==> src/rtl/ascon_pkg.sv <==
// Shared constants and FSM encoding for the ASCON permutation control path.
package ascon_pkg;

    localparam int STATE_W    = 320;
    localparam int MAX_ROUNDS = 12;

    // Round counts used by the mode controller
    localparam int PA_ROUNDS  = 12;
    localparam int PB6_ROUNDS = 6;
    localparam int PB8_ROUNDS = 8;

    // Word slices of the packed 320-bit state (x0 is the most significant word)
    localparam int X0_HI = 319;
    localparam int X0_LO = 256;
    localparam int X1_HI = 255;
    localparam int X1_LO = 192;
    localparam int X2_HI = 191;
    localparam int X2_LO = 128;
    localparam int X3_HI = 127;
    localparam int X3_LO = 64;
    localparam int X4_HI = 63;
    localparam int X4_LO = 0;

    typedef enum logic [1:0] {
        ST_IDLE = 2'd0,
        ST_RUN  = 2'd1,
        ST_DONE = 2'd2
    } seq_state_e;

    // Saturate a requested round count to the full permutation length
    function automatic logic [3:0] clamp_rounds(input logic [3:0] n, input logic [3:0] max_n);
        logic [3:0] r;
        if (n > max_n) begin
            r = max_n;
        end else begin
            r = n;
        end
        return r;
    endfunction

endpackage

==> src/rtl/ascon_round_sequencer.sv <==
// Iterative ASCON round sequencer: holds the 320-bit state, presents it with the
// round index to an external round datapath, writes the result back once per
// cycle and hands the permuted state out over a valid/ready handshake.
module ascon_round_sequencer
    import ascon_pkg::*;
#(
    parameter int MAX_ROUNDS = 12,
    parameter int STATE_W    = 320
) (
    input  logic               clk,
    input  logic               rst,
    input  logic               in_valid,
    output logic               in_ready,
    input  logic [STATE_W-1:0] state_in,
    input  logic [3:0]         num_rounds,
    output logic [3:0]         round_number,
    output logic [63:0]        x0_o,
    output logic [63:0]        x1_o,
    output logic [63:0]        x2_o,
    output logic [63:0]        x3_o,
    output logic [63:0]        x4_o,
    input  logic [STATE_W-1:0] round_result,
    output logic               out_valid,
    input  logic               out_ready,
    output logic [STATE_W-1:0] state_out,
    output logic               busy
);

    localparam logic [3:0] MAX_ROUNDS_4 = 4'(MAX_ROUNDS);

    seq_state_e         state_q;
    logic [STATE_W-1:0] state_reg_q;
    logic [3:0]         round_cnt_q;
    logic [3:0]         rounds_left_q;
    logic               in_ready_q;
    logic               out_valid_q;
    logic               busy_q;
    logic [3:0]         n_clamp_d;

    assign n_clamp_d = clamp_rounds(num_rounds, MAX_ROUNDS_4);

    // Sequencer FSM with its state register, round counters and handshake flags
    always_ff @(posedge clk or posedge rst) begin
        if (rst) begin
            state_q       <= ST_IDLE;
            state_reg_q   <= '0;
            round_cnt_q   <= 4'd0;
            rounds_left_q <= 4'd0;
            in_ready_q    <= 1'b1;
            out_valid_q   <= 1'b0;
            busy_q        <= 1'b0;
        end else begin
            case (state_q)
                ST_IDLE: begin
                    if (in_valid && in_ready_q) begin
                        state_reg_q   <= state_in;
                        // Shortened permutations run the tail of the round schedule
                        round_cnt_q   <= MAX_ROUNDS_4 - n_clamp_d;
                        rounds_left_q <= n_clamp_d;
                        in_ready_q    <= 1'b0;
                        if (n_clamp_d == 4'd0) begin
                            // Zero rounds: pass the state straight through
                            state_q     <= ST_DONE;
                            out_valid_q <= 1'b1;
                            busy_q      <= 1'b0;
                        end else begin
                            state_q     <= ST_RUN;
                            out_valid_q <= 1'b0;
                            busy_q      <= 1'b1;
                        end
                    end else begin
                        state_q <= ST_IDLE;
                    end
                end
                ST_RUN: begin
                    state_reg_q   <= round_result;
                    round_cnt_q   <= round_cnt_q + 4'd1;
                    rounds_left_q <= rounds_left_q - 4'd1;
                    if (rounds_left_q == 4'd1) begin
                        state_q     <= ST_DONE;
                        busy_q      <= 1'b0;
                        out_valid_q <= 1'b1;
                    end else begin
                        state_q <= ST_RUN;
                    end
                end
                ST_DONE: begin
                    if (out_ready) begin
                        state_q     <= ST_IDLE;
                        out_valid_q <= 1'b0;
                        in_ready_q  <= 1'b1;
                    end else begin
                        state_q <= ST_DONE;
                    end
                end
                default: begin
                    state_q     <= ST_IDLE;
                    in_ready_q  <= 1'b1;
                    out_valid_q <= 1'b0;
                    busy_q      <= 1'b0;
                end
            endcase
        end
    end

    assign in_ready     = in_ready_q;
    assign out_valid    = out_valid_q;
    assign busy         = busy_q;
    assign round_number = round_cnt_q;
    assign state_out    = state_reg_q;
    assign x0_o         = state_reg_q[X0_HI:X0_LO];
    assign x1_o         = state_reg_q[X1_HI:X1_LO];
    assign x2_o         = state_reg_q[X2_HI:X2_LO];
    assign x3_o         = state_reg_q[X3_HI:X3_LO];
    assign x4_o         = state_reg_q[X4_HI:X4_LO];

endmodule

==> config.mk <==
export PLATFORM = sky130hd
export DESIGN_NAME = ascon_round_sequencer
export DESIGN_NICKNAME = d
export VERILOG_FILES = /design/src/rtl/ascon_pkg.sv /design/src/rtl/ascon_round_sequencer.sv
export SDC_FILE = /design/constraint.sdc
export NUM_CORES = 1
export LEC_CHECK = 0
export CAP_MARGIN = 25
export CORE_AREA = 4 4 503 505
export CTS_BUF_LIST = sky130_fd_sc_hd__clkbuf_4 sky130_fd_sc_hd__clkbuf_8
export DETAILED_ROUTE_END_ITERATION = 10
export DIE_AREA = 0 0 507 509
export GPL_TIMING_DRIVEN = 0
export PLACE_DENSITY_LB_ADDON = 0.15
export SETUP_SLACK_MARGIN = 0.15
export SLEW_MARGIN = 15
export SYNTH_ARGS = -nofsm -noshare
export SYNTH_HDL_FRONTEND = slang
export SYNTH_SLANG_ARGS = --single-unit
==> constraint.sdc <==
create_clock -name clk -period 14.25 [get_ports clk]
set_input_delay 2.85 -clock clk [delete_from_list [all_inputs] [get_ports clk]]
set_output_delay 2.85 -clock clk [all_outputs]
set_load 0.05 [all_outputs]
Word-level counts from Yosys, hierarchy flattened
Cells that the tools add are included.
{ "op_classes": {"bitwise_logic": 2, "n_div": 0, "eq_ne": 6, "n_mux": 24, "mul": 0, "add_sub_neg": 3, "reduce_logical": 8, "shift": 0, "n_lt_le_gt_ge": 1} }
{ "op_table": {"columns": ["op", "count"], "rows": [
  ["$pmux W320 S2", 1],
  ["$mux W320", 1],
  ["$pmux W4 S2", 2],
  ["$mux W4", 3],
  ["$mux W1", 9],
  ["$pmux W1 S3", 3],
  ["$reduce_and A3 Y1", 3],
  ["$mux W2", 4],
  ["$ne A2 B2 Y1 const B", 3],
  ["$pmux W2 S3", 1],
  ["$add A4 B1 Y4 const B", 1],
  ["$eq A4 B1 Y1 const B", 1],
  ["$gt A4 B4 Y1 const B", 1],
  ["$logic_not A4 Y1", 1],
  ["$sub A4 B1 Y4 const B", 1],
  ["$sub A4 B4 Y4 const A", 1],
  ["$eq A2 B1 Y1 const B", 1],
  ["$eq A2 B2 Y1 const B", 1],
  ["$logic_not A2 Y1", 1],
  ["$not A1 Y1", 2],
  ["$reduce_and A2 Y1", 1],
  ["$reduce_bool A2 Y1", 1],
  ["$logic_and A1 B1 Y1", 1]
]} }
{ "word_totals": {"out_inout_bits": 647, "memories": 0, "regBits": 333, "ramBits": 0, "wordCells": 51, "latchBits": 0, "mem_bits_ro": 0} }

Depth between registers and ports, before layout
Gate-level depths: netlist of run 1.
{ "logic_depth": {"ltp_word": 6, "depth_mapped": 7} }

Worst setup path before layout of run 1
Ideal clock, no wire load.
{ "synth_path": {"path_kind": "input-to-reg", "startpoint": "in num_rounds[0]", "endpoint": "reg busy_q (netlist: busy)", "path_stages": 5, "path_slack_ns": 10.262, "t_required_ns": 14.146, "arrival_time_ns": 3.884, "path_cell_list": "a21bo_2 > ha_1 > nor3b_1 > or4_1 > o311ai_1"} }
{ "synth_between": {"elab_chain_len": 6} }
{ "synth_rtl": {"columns": ["item", "line", "text"], "rows": [
  ["from (decl)", "ascon_round_sequencer.sv:15", "input logic [3:0] num_rounds,"],
  ["$gt A4 B4 Y1", "ascon_pkg.sv:33", "if (n > max_n) begin"],
  ["$mux W4 *", "ascon_pkg.sv:33", null],
  ["$logic_not A4 Y1 *", "ascon_round_sequencer.sv:61", "if (n_clamp_d == 4'd0) begin"],
  ["$mux W1 *", "ascon_round_sequencer.sv:61", null],
  ["$mux W1 *", "ascon_round_sequencer.sv:55", "if (in_valid && in_ready_q) begin"],
  ["$pmux W1 S3 *", "ascon_round_sequencer.sv:53", "case (state_q)"],
  ["to (signal assigned)", "ascon_round_sequencer.sv:51", "busy_q <= 1'b0;"],
  ["to (signal assigned)", "ascon_round_sequencer.sv:65", "busy_q <= 1'b0;"],
  ["to (signal assigned)", "ascon_round_sequencer.sv:69", "busy_q <= 1'b1;"],
  ["to (decl)", "ascon_round_sequencer.sv:37", "logic busy_q;"]
]} }
Every way passes the cells marked *; elsewhere a longest branch is shown, timed or not. The select of a mux whose other input is x is not followed.
A chain may end at the register's enable or synchronous reset.

Worst setup path in the final report of run 1
{ "layout_path": {"startpoint": "reg state_reg_q[239] (netlist: state_out[239])", "endpoint": "out x1_o[47]"} }
{ "layout_rtl": {"columns": ["item", "line", "text"], "rows": [
  ["from (decl)", "ascon_round_sequencer.sv:32", "logic [STATE_W-1:0] state_reg_q;"],
  ["from (signal assigned)", "ascon_round_sequencer.sv:56", "state_reg_q <= state_in;"],
  ["from (signal assigned)", "ascon_round_sequencer.sv:76", "state_reg_q <= round_result;"],
  ["to (decl)", "ascon_round_sequencer.sv:18", "output logic [63:0] x1_o,"]
]} }
No word-level cell between the ends.

==> results.py, run 1 <==
metrics = {
    "run_status": {
        "status": "finished, final reports clean",
    },
    "drt": {
        "via_per_inst": 3.03,
        "drtPass1Iterations": 5,
        "drt_iter0_drc": 878,
        "drt_wl_total_um": 179000,
        "final_antenna_net_count": 0,
        "wl_per_cell_um": 27.1,
        "drc": 0,
        "dr_total_vias": 20029,
    },
    "power_and_ir_drop": {
        "cellLeakagePower_nw": 13.9,
        "p_per_area_nw_per_um2": 304,
        "ir_worst_vdd_v": 0.000138,
    },
    "sta": {
        "timing.final.crit_share_pct": 37.7,
        "clock_skew_ns": 0.0510,
        "worst_hold_slack_ns": 0.504,
        "setup-violations-final": 0,
        "slew_headroom_pct": 26.6,
        "rsz0062_at_grt": "false",
        "setup_tns_ns": 0,
        "maxSlewViolCount": 0,
        "worst_slew_pin_slew_ns": 1.10,
        "hold_violations": 0,
        "min_period_ns": 5.37,
        "clock.fmax_ghz": 0.186,
    },
    "global_route": {
        "grt_pass1_wl_um": 228000,
        "grt_use_total_pct": 13.4,
        "grt_max_degree": 87,
        "grt_most_used_layer": "met2",
        "use_met3_pct": 5.17,
        "grt_pass1_vias": 21738,
        "antenna_found_initial": 35,
        "overflow": 0,
        "grt_util_met1_pct": 16.2,
        "grtUsageMet2_pct": 22.5,
    },
    "die": {
        "die_h_um": 509,
        "io_pins": 1295,
        "core_sq_um": 248000,
        "row_count": 183,
        "die_area_sq_um": 258000,
        "start_util_pct": 7.46,
        "die_w_um": 507,
    },
    "clocking": {
        "holdBufCountCts": 0,
        "clk_root_buffer_cell": "clkbuf_8",
        "clk_pin_slew_ns": 0.06,
        "cts_buffers": 77,
        "clk_path_buf_depth": 3,
        "cts.sinks": 333,
        "htree_levels": 3,
        "post_cts_buffers": 0,
        "postCtsResizedCells": 0,
        "clock_latency_ns": 0.76,
        "cts_tree": "done",
    },
    "critical_path": {
        "path_max_fanout": 3,
        "cp.arrival_ns": 2.52,
        "startpoint_type": "register",
        "required_ns": 11.40,
        "critical_path_class": "register to output port",
        "endpoint_kind": "output port",
    },
    "cells_and_area": {
        "fillers": 28212,
        "final_cell_mix": "1293 x clkdlybuf4s50_1, 362 x o21ai_1, 332 x dfrtp_1",
        "nets": 3880,
        "drive_above_1_share_pct": 16.7,
        "area_delta_synth_final_pct": 103,
        "layout_commonest_cell": "clkdlybuf4s50_1",
    },
    "synthesis": {
        "ys_async_sr_fraction_pct": 100,
        "synth_seq_cells": 333,
        "synth_warnings": 0,
        "synth_cells": 1839,
        "syn_nets": 2491,
        "ys.flop_type": "dfrtp_1",
        "avgSynthCellArea_sq_um": 10.1,
        "ys_seq_area_share_pct": 45.0,
        "synth_edf_count": 0,
        "ys_types": 45,
        "syn_area_sq_um": 18500,
    },
    "placed_design": {
        "numPortBuffers": 1294,
        "hpwl_um": 154000,
        "gp_congestion": 0.808,
    },
    "run": {
        "max_cap_violations": 0,
    },
    "hold_path": {
        "worstHoldPathType": "register to register",
    },
}
-- critical path: stages (launching register included) --
cell and delay, ns:
dfrtp_1 0.73, buf_4 0.21, clkdlybuf4s50_1 0.79
-- kinds of logic after synthesis --
logic type	share of synthesized area (%)
adders and majority gates	0.270
AOI/OAI and AO/OA	18.6
and+or+nand+nor	0.871
buffers and inverters	17.8
muxes	17.4
DFF	45.0
xor gates and xnor gates	0.0473
-- Yosys cell counts, types with 2 or more instances --
cell / count / area [sq um]
a211oi_1: 3 / 22.5
a21oi_1: 3 / 15.0
a22oi_1: 2 / 15.0
a2bb2oi_1: 2 / 17.5
a32oi_1: 3 / 26.3
buf_2: 34 / 170
buf_4: 329 / 2470
buf_6: 30 / 338
clkbuf_1: 74 / 278
dfrtp_1: 332 / 8310
ha_1: 4 / 50.1
inv_1: 9 / 33.8
mux2i_1: 322 / 3220
nand2_1: 7 / 26.3
nand3_1: 2 / 10.0
nor2_1: 4 / 15.0
nor2b_1: 2 / 12.5
nor3b_1: 2 / 15.0
o21ai_0: 285 / 1430
o21ai_1: 362 / 1810
o22a_1: 2 / 17.5
or3_1: 2 / 12.5
or4_1: 2 / 15.0
-- registers in the layout, indices dropped and copies added, names as in the netlist --
signal         cells
in_ready           1
busy               1
rounds_left_q      4
state_q            2
out_valid          1
round_number       4
state_out        320
-- through the flow --
| stage | setup WS (ns) | power [mW] | cells | util, % | instance area [sq um] |
|---|---|---|---|---|---|
| after floorplan | 2.18 | 6.58 | 1839 | - | 18500 |
| after global placement | -5.45 | 10.4 | 6463 | 14.4 | 35600 |
| after detailed placement | 8.28 | 10.4 | 6478 | 14.5 | 36000 |
| after CTS | 8.63 | 11.8 | 6611 | 15.2 | 37600 |
| after global routing | 8.69 | 12.1 | 6613 | 15.2 | 37700 |
| final | 8.88 | 11.5 | 6620 | 15.2 | 37700 |
-- layer usage --
metal	part of all wire, %	vias up
met5	0.016	-
met4	1.4	6
met3	9.4	129
met2	47	1031
met1	42	9832
li1	-	9031
-- worst paths after layout --
| kind | slack, ns | endpoint | cells after the start | from |
|---|---|---|---|---|
| min in group asynchronous | 2.44 | state_out[216] | 2 | rst |
| worst max register to register | 11.36 | state_out[77] | 6 | state_q[1] |
| worst min register to register | 0.50 | out_valid | 1 | out_valid |
| max in group asynchronous | 10.42 | state_out[318] | 4 | rst |
| worst max-delay path | 8.88 | x1_o[47] | 2 | state_out[239] |
| worst min-delay path | 0.50 | out_valid | 1 | out_valid |
-- report_power, final --
| part | switching (mW) | internal (mW) | leakage (nW) |
|---|---|---|---|
| registers | 0.674 | 1.42 | 4.11 |
| clock network | 0.545 | 0.700 | 0.866 |
| logic | 5.47 | 2.66 | 8.96 |
-- final cells by class --
class / instances / area [sq um] / share of cell area (%)
Clock inverter: 12 / 148 / 0.392
Antenna cell: 8 / 20.0 / 0.0531
Multi-Input combinational cell: 1029 / 6900 / 18.3
Tap cell: 3330 / 4170 / 11.1
Clock buffer: 121 / 1490 / 3.96
Buffer: 468 / 3260 / 8.65
Timing Repair Buffer: 1310 / 13300 / 35.4
Inverter: 9 / 41.3 / 0.110
Sequential cell: 333 / 8330 / 22.1
No activity file was read; power rests on OpenSTA's default activity.
==> run 2, diff against run 1 <==
==> constraint.sdc (replaced) <==
create_clock -name clk -period 5.6 [get_ports clk]
set_input_delay 1.12 -clock clk [delete_from_list [all_inputs] [get_ports clk]]
set_output_delay 1.12 -clock clk [all_outputs]
set_load 0.05 [all_outputs]
==> results.py, run 2 (same netlist as run 1, synthesis figures left out) <==
metrics = {
    "global_route": {
        "antenna_found_initial": 21,
        "overflow": 0,
        "grt_use_total_pct": 13.2,
        "grt_pass1_vias": 21909,
        "grt_pass1_wl_um": 226000,
        "grt_max_degree": 30,
    },
    "power_and_ir_drop": {
        "p_per_area_nw_per_um2": 775,
        "total_power_mw": 29.5,
        "cellLeakagePower_nw": 14.1,
        "ir_worst_vdd_v": 0.000322,
    },
    "sta": {
        "clock_skew_ns": 0.0470,
        "slew_headroom_pct": 35.1,
        "worst_hold_slack_ns": 0.491,
        "rsz0062_at_grt": "false",
        "maxSlewViolCount": 0,
        "clock.fmax_ghz": 0.277,
        "timing.final.crit_share_pct": 64.4,
        "min_period_ns": 3.61,
        "setup-violations-final": 0,
        "hold_violations": 0,
        "worst_slew_pin_slew_ns": 0.971,
    },
    "critical_path": {
        "path_cells": "buf_4 > clkdlybuf4s50_1",
        "required_ns": 4.48,
        "cp.arrival_ns": 2.49,
        "worstRegToRegCells": 6,
        "crit_family": "buffers and inverters",
        "r2r_start": "state_q[0]",
        "r2r-end": "state_out[307]",
        "crit_buf_inv": 2,
        "slowest_delay_ns": 0.79,
        "slowest_stage": "clkdlybuf4s50_1",
        "critical_path_class": "register to output port",
        "r2r_setup_slack_ns": 2.74,
        "endpoint_kind": "output port",
        "path_max_fanout": 3,
        "startpoint_type": "register",
    },
    "clocking": {
        "clk_pin_slew_ns": 0.06,
        "htree_levels": 3,
        "cts_tree": "done",
        "clk_path_buf_depth": 3,
        "cts.sinks": 333,
        "clock_latency_ns": 0.78,
        "holdBufCountCts": 0,
        "postCtsResizedCells": 0,
        "cts_buffers": 80,
        "post_cts_buffers": 0,
        "clk_root_buffer_cell": "clkbuf_8",
    },
    "placed_design": {
        "numPortBuffers": 1294,
        "hpwl_um": 153000,
        "dp_cells": 6486,
        "placed_area_sq_um": 36200,
        "gp_congestion": 0.828,
    },
    "drt": {
        "drtPass1Iterations": 5,
        "drc": 0,
        "drt_iter0_drc": 809,
        "drt_wl_total_um": 178000,
        "final_antenna_net_count": 0,
        "via_per_inst": 3.00,
        "wl_per_cell_um": 26.8,
        "dr_total_vias": 19894,
    },
    "cells_and_area": {
        "multi_input_comb_area_sq_um": 6900,
        "final_cells": 6636,
        "nets": 3891,
        "largest_reg_flops": 320,
        "fillers": 28306,
        "layout_commonest_cell": "clkdlybuf4s50_1",
        "final_cell_mix": "1294 x clkdlybuf4s50_1, 362 x o21ai_1, 332 x dfrtp_1",
        "area_delta_synth_final_pct": 105,
        "stdcell_area_sq_um": 38000,
        "drive_above_1_share_pct": 17.3,
        "seqCellArea_sq_um": 8330,
    },
    "hold_path": {
        "min_to": "out_valid",
        "whs_path_depth": 1,
        "worstHoldPathType": "register to register",
        "hp-start": "out_valid",
    },
    "die": {
        "start_util_pct": 7.46,
        "row_count": 183,
        "die_area_sq_um": 258000,
        "core_sq_um": 248000,
        "die_w_um": 507,
        "io_pins": 1295,
        "die_h_um": 509,
    },
    "run": {
        "max_cap_violations": 0,
    },
    "run_status": {
        "status": "finished, final reports clean",
    },
}
==> run 2: changes by cell type in the layout (fill, tap and decap cells not counted), sizes merged <==
| cell | previous run | this run |
|---|---|---|
| bufinv | 2 | 5 |
| clkinv | 5 | 7 |
| buf | 411 | 418 |
| clkbuf | 195 | 202 |
| diode | 8 | 4 |
| clkdlybuf4s50 | 1293 | 1294 |
==> run 2: worst max-delay path by stage <==
stage,from,endpoint,slack (ns),cells past startpoint
detailed placement,in_valid,state_out[315],1.26,7
global placement,rst,state_out[100],-4.10,2
floorplan,rst,busy,0.03,1
global route,state_out[262],x0_o[6],1.83,2
finish,state_out[262],x0_o[6],1.99,2
CTS,state_out[316],x0_o[60],1.77,2
==> run 2: area by class of cell <==
class	count	share of cell area, %
Tap cell	3330	11.0
Sequential cell	333	21.9
Multi-Input combinational cell	1029	18.2
Antenna cell	4	0.0263
Clock inverter	17	0.606
Inverter	9	0.0987
Clock buffer	128	4.16
Buffer	468	8.58
Timing Repair Buffer	1318	35.5
==> run 2: per-layer routing <==
layer  share of wire, %  track usage (%)  wire length, um  vias to the layer above
li1                   -                -                -                     9036
met1                 41             15.6            72900                     9714
met2                 47             22.0            83400                      995
met3                 10             5.64            17800                      141
met4                2.1             3.30             3690                        8
met5              0.030                0               54                        -
==> run 2: through the flow <==
step,utilization (%),setup slack (ns),TNS [ns]
global route,15.3,1.83,0
CTS,15.3,1.77,0
detailed placement,14.6,1.26,0
finish,15.3,1.99,0
floorplan,-,0.0322,0
global placement,14.4,-4.10,-1295.68
==> run 2: worst reg2reg max path, delay by kind of cell (launching register included) <==
kind	cells	cell delay [ns]
buffers and inverters	3	1.28
AO/OA/AOI/OAI	2	0.76
flip-flops	1	0.47
AND/OR/NAND/NOR	1	0.18
==> run 2: power by group <==
| part | total (mW) | switching, mW | internal, mW | leakage, nW |
|---|---|---|---|---|
| clock | 3.45 | 1.44 | 2.02 | 0.963 |
| sequential | 5.26 | 1.65 | 3.60 | 4.11 |
| combinational | 20.8 | 14.0 | 6.80 | 9.03 |
